--- src/rtl/img_fetch_if.sv ---
// img_fetch_if: control, BRAM and pixel-stream signals of img_fetch_stream
interface img_fetch_if #(
  parameter int DATA_W = 8,
  parameter int ADDR_W = 19,
  parameter int ROW_W = 10,
  parameter int COL_W = 10
);
  logic fetch_run_i;
  logic [ADDR_W-1:0] base_addr_i;
  logic busy_o;
  logic fetch_done_o;
  logic ena_o;
  logic wea_o;
  logic [ADDR_W-1:0] addr_o;
  logic [DATA_W-1:0] mem2d_i;
  logic [DATA_W-1:0] data_o;
  logic valid_o;
  logic ready_i;
  logic sof_o;
  logic eol_o;
  logic eof_o;
  logic [ROW_W-1:0] cnt_img_row_o;
  logic [COL_W-1:0] cnt_img_col_o;
  modport master (
    input fetch_run_i, base_addr_i, mem2d_i, ready_i,
    output busy_o, fetch_done_o, ena_o, wea_o, addr_o, data_o, valid_o,
    output sof_o, eol_o, eof_o, cnt_img_row_o, cnt_img_col_o
  );
  modport slave (
    output fetch_run_i, base_addr_i, mem2d_i, ready_i,
    input busy_o, fetch_done_o, ena_o, wea_o, addr_o, data_o, valid_o,
    input sof_o, eol_o, eof_o, cnt_img_row_o, cnt_img_col_o
  );
endinterface

--- src/rtl/img_fetch_stream.sv ---
// img_fetch_stream: credit-controlled BRAM frame reader producing a raster pixel stream with markers
module img_fetch_stream #(
  parameter int DATA_W = 8,
  parameter int ADDR_W = 19,
  parameter int ROWS = 540,
  parameter int COLS = 540,
  parameter int RD_LAT = 1,
  parameter int ROW_W = ROWS > 1 ? $clog2(ROWS) : 1,
  parameter int COL_W = COLS > 1 ? $clog2(COLS) : 1
) (
  input logic clk,
  input logic rst,
  img_fetch_if.master bus
);
  localparam int N = ROWS * COLS;
  localparam int IW = N > 1 ? $clog2(N) : 1;
  localparam int DEPTH = RD_LAT + 2;
  localparam int PW = $clog2(DEPTH);
  typedef enum logic [1:0] {IDLE, FETCH, DRAIN, DONE} state_t;
  state_t state, state_n;
  logic [ADDR_W-1:0] base;
  logic [IW-1:0] idx;
  logic [RD_LAT-1:0] tag;
  logic [DATA_W-1:0] mem [DEPTH];
  logic [PW-1:0] wr_ptr, rd_ptr;
  logic [3:0] count, inflight;
  logic [ROW_W-1:0] row;
  logic [COL_W-1:0] col;
  logic issue, push, pop, valid, last_col, last_row;
  always_comb begin
    inflight = '0;
    for (int i = 0; i < RD_LAT; i++) inflight = inflight + 4'(tag[i]);
  end
  assign valid = count != '0;
  assign pop = valid && bus.ready_i;
  assign push = tag[RD_LAT-1];
  assign issue = state == FETCH && inflight + count - 4'(pop) < 4'(DEPTH);
  assign last_col = col == COL_W'(COLS - 1);
  assign last_row = row == ROW_W'(ROWS - 1);
  always_comb begin
    state_n = state == IDLE  ? (bus.fetch_run_i ? FETCH : IDLE) :
              state == FETCH ? (issue && idx == IW'(N - 1) ? DRAIN : FETCH) :
              state == DRAIN ? (pop && last_row && last_col ? DONE : DRAIN) : IDLE;
  end
  always_ff @(posedge clk) begin
    if (rst) begin
      state <= IDLE;
      base <= '0;
      idx <= '0;
      tag <= '0;
      wr_ptr <= '0;
      rd_ptr <= '0;
      count <= '0;
      row <= '0;
      col <= '0;
    end else begin
      state <= state_n;
      tag <= RD_LAT'({tag, issue});
      count <= count + 4'(push) - 4'(pop);
      if (push) wr_ptr <= wr_ptr == PW'(DEPTH - 1) ? '0 : wr_ptr + PW'(1);
      if (pop) rd_ptr <= rd_ptr == PW'(DEPTH - 1) ? '0 : rd_ptr + PW'(1);
      if (issue) idx <= idx + IW'(1);
      if (pop) begin
        col <= last_col ? '0 : col + COL_W'(1);
        if (last_col) row <= last_row ? '0 : row + ROW_W'(1);
      end
      if (state == IDLE && bus.fetch_run_i) begin
        base <= bus.base_addr_i;
        idx <= '0;
        row <= '0;
        col <= '0;
      end
    end
  end
  always_ff @(posedge clk) begin
    if (push) mem[wr_ptr] <= bus.mem2d_i;
  end
  assign bus.ena_o = issue;
  assign bus.wea_o = 1'b0;
  assign bus.addr_o = issue ? base + ADDR_W'(idx) : '0;
  assign bus.valid_o = valid;
  assign bus.data_o = valid ? mem[rd_ptr] : '0;
  assign bus.sof_o = valid && row == '0 && col == '0;
  assign bus.eol_o = valid && last_col;
  assign bus.eof_o = valid && last_row && last_col;
  assign bus.busy_o = state == FETCH || state == DRAIN;
  assign bus.fetch_done_o = state == DONE;
  assign bus.cnt_img_row_o = row;
  assign bus.cnt_img_col_o = col;
endmodule

--- src/flat_wrapper.sv ---
// flat-port wrapper written by rule: the top's interface ports become plain ports
module img_fetch_stream_flat 
#(
  parameter int DATA_W = 8,
  parameter int ADDR_W = 19,
  parameter int ROWS = 540,
  parameter int COLS = 540,
  parameter int RD_LAT = 1,
  parameter int ROW_W = ROWS > 1 ? $clog2(ROWS) : 1,
  parameter int COL_W = COLS > 1 ? $clog2(COLS) : 1
)
  (clk, rst, bus_fetch_run_i, bus_base_addr_i, bus_mem2d_i, bus_ready_i, bus_busy_o, bus_fetch_done_o, bus_ena_o, bus_wea_o, bus_addr_o, bus_data_o, bus_valid_o, bus_sof_o, bus_eol_o, bus_eof_o, bus_cnt_img_row_o, bus_cnt_img_col_o);
  img_fetch_if #(.DATA_W(DATA_W), .ADDR_W(ADDR_W), .ROW_W(ROW_W), .COL_W(COL_W)) bus_i ();
  input logic clk;
  input logic rst;
  input wire logic [$bits(bus_i.fetch_run_i)-1:0] bus_fetch_run_i;
  input wire logic [$bits(bus_i.base_addr_i)-1:0] bus_base_addr_i;
  input wire logic [$bits(bus_i.mem2d_i)-1:0] bus_mem2d_i;
  input wire logic [$bits(bus_i.ready_i)-1:0] bus_ready_i;
  output wire logic [$bits(bus_i.busy_o)-1:0] bus_busy_o;
  output wire logic [$bits(bus_i.fetch_done_o)-1:0] bus_fetch_done_o;
  output wire logic [$bits(bus_i.ena_o)-1:0] bus_ena_o;
  output wire logic [$bits(bus_i.wea_o)-1:0] bus_wea_o;
  output wire logic [$bits(bus_i.addr_o)-1:0] bus_addr_o;
  output wire logic [$bits(bus_i.data_o)-1:0] bus_data_o;
  output wire logic [$bits(bus_i.valid_o)-1:0] bus_valid_o;
  output wire logic [$bits(bus_i.sof_o)-1:0] bus_sof_o;
  output wire logic [$bits(bus_i.eol_o)-1:0] bus_eol_o;
  output wire logic [$bits(bus_i.eof_o)-1:0] bus_eof_o;
  output wire logic [$bits(bus_i.cnt_img_row_o)-1:0] bus_cnt_img_row_o;
  output wire logic [$bits(bus_i.cnt_img_col_o)-1:0] bus_cnt_img_col_o;
  assign bus_i.fetch_run_i = bus_fetch_run_i;
  assign bus_i.base_addr_i = bus_base_addr_i;
  assign bus_i.mem2d_i = bus_mem2d_i;
  assign bus_i.ready_i = bus_ready_i;
  assign bus_busy_o = bus_i.busy_o;
  assign bus_fetch_done_o = bus_i.fetch_done_o;
  assign bus_ena_o = bus_i.ena_o;
  assign bus_wea_o = bus_i.wea_o;
  assign bus_addr_o = bus_i.addr_o;
  assign bus_data_o = bus_i.data_o;
  assign bus_valid_o = bus_i.valid_o;
  assign bus_sof_o = bus_i.sof_o;
  assign bus_eol_o = bus_i.eol_o;
  assign bus_eof_o = bus_i.eof_o;
  assign bus_cnt_img_row_o = bus_i.cnt_img_row_o;
  assign bus_cnt_img_col_o = bus_i.cnt_img_col_o;
  img_fetch_stream #(.DATA_W(DATA_W), .ADDR_W(ADDR_W), .ROWS(ROWS), .COLS(COLS), .RD_LAT(RD_LAT), .ROW_W(ROW_W), .COL_W(COL_W)) u_core (.clk(clk), .rst(rst), .bus(bus_i));
endmodule
--- config.mk ---
export PLATFORM = sky130hd
export DESIGN_NAME = img_fetch_stream_flat
export DESIGN_NICKNAME = d
export VERILOG_FILES = /design/src/rtl/img_fetch_if.sv /design/src/rtl/img_fetch_stream.sv /design/src/flat_wrapper.sv
export SDC_FILE = /design/constraint.sdc
export NUM_CORES = 1
export LEC_CHECK = 0
export ABC_AREA = 1
export CAP_MARGIN = 20
export CORE_AREA = 5 5 113 115
export DETAILED_ROUTE_END_ITERATION = 16
export DIE_AREA = 0 0 118 120
export GPL_TIMING_DRIVEN = 1
export HOLD_SLACK_MARGIN = 0.15
export MAX_ROUTING_LAYER = met4
export PLACE_DENSITY = 0.77
export REMOVE_ABC_BUFFERS = 1
export SLEW_MARGIN = 30
export SYNTH_ARGS = -nofsm -noshare
export SYNTH_HDL_FRONTEND = slang
export SYNTH_SLANG_ARGS = --single-unit
--- constraint.sdc ---
create_clock -name clk -period 6 [get_ports clk]
set_clock_uncertainty 0.1 [all_clocks]
set_input_delay 1.5 -clock clk [delete_from_list [all_inputs] [get_ports clk]]
set_output_delay 1.5 -clock clk [all_outputs]
set_load 0.05 [all_outputs]
== After elaboration in Yosys (flattened, before gate mapping) ==
Memory sizes are Yosys's and may differ from the RTL's. A register that Yosys moved wholly into a read port is not among the register bits.
Cells that the tools add are included.
Operators by class
  $add $sub $neg: 8
  order comparisons: 1
  equal/unequal tests: 8
  muxes and demuxes: 16
  reduce and logical (&&, ||, !) cells: 18
Operators by type and width (count)
  $add A10 B1 Y10 const B: 2
  $eq A10 B10 Y1 const B: 2
  $logic_not A10 Y1: 2
  $mux W10: 2
  $add A19 B1 Y19 const B: 1
  $add A19 B19 Y19: 1
  $eq A19 B19 Y1 const B: 1
  $mux W19: 1
  $mux W2: 8
  $logic_and A1 B1 Y1: 11
  $eq A2 B2 Y1 const B: 4
  $mux W8: 1
  $add A2 B1 Y2 const B: 2
  $add A4 B1 Y4: 1
  $lt A4 B2 Y1 const B: 1
  $mux W1: 4
  $reduce_bool A4 Y1: 1
  $sub A4 B1 Y4: 1
  $eq A2 B1 Y1 const B: 1
  $logic_not A2 Y1: 1
  $reduce_and A2 Y1: 1
  $reduce_or A2 Y1: 1
  $logic_or A1 B1 Y1: 1
Storage, ports and cells
  bits in registers: 69
  RAM bits: 24
  output and inout bits: 55
  word-level logic and storage cells: 61
  memories: 1
Memories
  u_core.mem: words 3, width 8, read ports 1, clocked after Yosys merged registers in 1, write ports 1, line img_fetch_stream.sv:24  | logic [DATA_W-1:0] mem [DEPTH];

== Logic depth before layout (Yosys ltp) ==
  depth in word-level cells: 9
  mapped depth: 19

== Worst setup path before layout ==
No wires, ideal clock.
  kind: input to output
  start point: input port bus_ready_i
  end point: output port bus_addr_o[2]
  arrival time: 4272 ps
  path slack: 128 ps
  stages: 13
  buffers on the path: 2
  cells stage by stage: nand2_4 inv_2 ha_1 inv_1 ha_1 fa_1 nand2_1 nand2_1 nor2_2 nand3_2 buf_6 buf_6 nor3_1
Between the ends
  word-level cells in the longest chain between the ends: 5
RTL lines
  start, declared: line flat_wrapper.sv:19  | input wire logic [$bits(bus_i.ready_i)-1:0] bus_ready_i;
  $logic_and A1 B1 Y1: line img_fetch_stream.sv:35  | assign pop = valid && bus.ready_i;
  net u_core.pop: line img_fetch_stream.sv:29  | logic issue, push, pop, valid, last_col, last_row;
  $sub A4 B1 Y4: line img_fetch_stream.sv:37  | assign issue = state == FETCH && inflight + count - 4'(pop) < 4'(DEPTH);
  $lt A4 B2 Y1: line img_fetch_stream.sv:37
  $logic_and A1 B1 Y1: line img_fetch_stream.sv:37
  $mux W19: line img_fetch_stream.sv:80  | assign bus.addr_o = issue ? base + ADDR_W'(idx) : '0;
  end, declared: line flat_wrapper.sv:24  | output wire logic [$bits(bus_i.addr_o)-1:0] bus_addr_o;
The timed path passes the listed nets, and every way through them passes these cells.

== Worst setup path in the final report ==
  start point: input port bus_ready_i
  end point: output port bus_addr_o[11]
The elaborated chain is that of the path after synthesis.

==> key figures <==
Drt
  • Total length of routed wires: 13720 um
  • Antenna viol nets, final: 0
  • Iteration-0 DRC Markers: 417
  • Per-cell routed wire length: 13.12 um
  • Vias: 5445
  • 1st-pass router iterations: 5
  • DRC: 0
  • Vias per std cell: 5.206

Global route
  • Global-route met2 utilization: 32.67%
  • Vias in the first global route: 5050
  • Tot GR Track Use: 19.98%
  • First-pass GRT wire length: 23000 um
  • Grt total ovfl: 0
  • Met3 GRT Util: 3.817%
  • GRT busiest layer: met2
  • GR met1 Demand/Resource: 24.61%
  • Antenna violations before repair: 0
  • Largest net degree at the start of global routing: 22

Die
  • Core Area: 11710 sq um
  • DIE WIDTH: 118 um
  • Std cell rows: 40
  • Die height: 120 um
  • Die area: 14160 sq um
  • Num ports: 86
  • Initial core utilization: 48.35%

Setup path
  • CP Data Required Time: 4.40 ns
  • Crit path DAT: 3.93 ns
  • Crit path launch type: input pin
  • CP Class: input pin to output port
  • Worst Path Max Fanout: 11
  • CP endpoint kind: output port

Placed design
  • Post-DP HPWL: 10190 um
  • PortBufs: 84
  • Routability cong.: 0.8798

CTS
  • Clk_lat worst skew: 0.35 ns
  • Root buf cell: clkbuf_16
  • Setup Fix Bufs, Post-CTS: 0
  • Reg clk slew, reported paths: 0.07 ns
  • CTS Buffer Depth: 2
  • Clk sink count: 95
  • CTS-repair resized insts: 0
  • TritonCTS Buffers: 9
  • CTS tree: built
  • Hold_buf cts: 0
  • Max H-tree Level: 3

Timing
  • Final Hold Viols: 0
  • Relative slew slack: 54.66%
  • Max Transition Viols Final: 0
  • Setup-failing EPs final: 0
  • RSZ-0062 raised after global routing: no
  • Slew @ Worst Pin: 0.6794 ns
  • Max Clk Rate: 180.7 MHz
  • Hold WS: 0.3942 ns
  • Fin crit period: 5.534 ns
  • Fin crit share: 92.23%
  • Total negative slack: 0 ns

Synthesis
  • Flops & latches, synth: 95
  • Asr flop ratio synth: 0%
  • Mapped Cells: 813
  • Avg Inst Size Synth: 6.965 sq um
  • Sequential area share after synthesis: 37.83%
  • Yosys warns: 0
  • Post-synth EDFFs: 24
  • Post-synth cell types: 40
  • Most used DFF post-synth: dfxtp_1
  • Netlist area before placement: 5663 sq um

Hold path
  • Hold WC Path Type: register to register

Pwr
  • Worst ir drop on vdd: 269.7 uV
  • Pleak: 2.886 nW
  • Tot Pwr: 2.074 mW
  • Power per standard cell area: 290.3 nW/um^2

Finish
  • Reg area: 2142 sq um
  • Commonest non-fill, non-tap cell in the layout: nand2_1
  • P&R area growth vs syn: 26.18%
  • Fill count: 1072
  • Share of cells above drive strength 1: 7.898%
  • Layout Nets: 959
  • # diodes: 0
  • Multi-input gate area: 3060 sq um
  • Leading cell types in the layout, fill and taps excluded: nand2_1 (200), nor2_1 (122), inv_1 (85), dfxtp_1 (71), clkdlybuf4s50_1 (63)

Run
  • Max-Cap Viols: 0

Outcome
  • Status: finished clean
[cells by family (layout without fill, tap and decap cells)]
family	after synthesis	after routing	share of synthesized area, %
buf+inv	114	200	8.440
compound gates	122	122	11.27
other cells	1	1	0.06622
xor+xnor	13	13	2.011
fa+ha+maj	34	34	7.777
flops	95	95	37.83
simple gates	434	434	32.61
[layout make-up]
class | instances | share of cell area, %
clock inverters | 6 | 0.9455
clock buffers | 10 | 3.204
multi-input cells | 604 | 42.83
repair buffers | 95 | 15.76
flip-flops and latches | 95 | 29.98
inverters | 89 | 4.710
well taps | 147 | 2.574
[registers in the layout (all words and copies together) (netlist names), named ones only]
signal	cells
u_core.rd_ptr	2
u_core.bus.cnt_img_row_o	10
u_core.count	4
u_core.mem	24
u_core.bus.cnt_img_col_o	10
u_core.idx	19
u_core.push	1
u_core.state	2
u_core.wr_ptr	2
u_core.base	19
[metal layers]
layer,wire length [um],share of wire (%)
met4,297,2.2
met1,6439,47
met2,6411,47
met5,0,0
met3,573,4.2
[through the flow]
step,cells,setup WS (ns),cell area [sq um],util [%]
after floorplan,788,-0.3121,5519,-
after global placement,1030,0.1061,6827,58.29
after detailed placement,1030,0.09195,6832,58.33
after CTS,1046,0.05297,7128,60.87
after global routing,1046,0.3042,7146,61.02
final,1046,0.4660,7146,61.02
[power by group]
group | switching, mW | internal [mW]
Clock | 0.248 | 0.325
Combinational | 0.501 | 0.272
Sequential | 0.0282 | 0.699
[worst max-delay path, stage by stage]
cell            delay, ns
dlymetal6s2s_1       0.18
nand2_4              0.09
inv_2                0.04
ha_1                 0.27
inv_1                0.06
ha_1                 0.19
fa_1                 0.45
nand2_1              0.08
nand2_1              0.06
nor2_2               0.15
nand3_2              0.13
inv_4                0.15
buf_4                0.18
nand2_1              0.06
nor2_1               0.17
buf_12               0.17
[Yosys cell counts (all sizes together), types with 2 or more instances]
cell	n	area [sq um]
nand2	201	762.0
nor2	133	519.3
inv	89	334.1
dfxtp	71	1421
a21oi	61	305.3
nand3	52	275.3
o21ai	47	235.2
ha	32	400.4
edfxtp	24	720.7
nor3	20	105.1
buf	13	97.59
clkbuf	12	46.29
nand4	12	75.07
a31oi	9	56.30
xnor2	8	70.07
xor2	5	43.79
or2	4	25.03
nand3b	3	22.52
nor3b	3	22.52
nor4	3	18.77
a211oi	2	15.01
fa	2	40.04
[final timing paths]
check | from | endpoint | slack [ns] | depth (start not counted)
worst min register to register | u_core.base[17] | u_core.base[17] | 0.39 | 2
worst max register to register | u_core.count[2] | u_core.state[0] | 2.70 | 19
worst min-delay path | u_core.base[17] | u_core.base[17] | 0.39 | 2
worst max-delay path | bus_ready_i | bus_addr_o[11] | 0.47 | 16
Note: power is estimated with default switching activity, not from simulation.
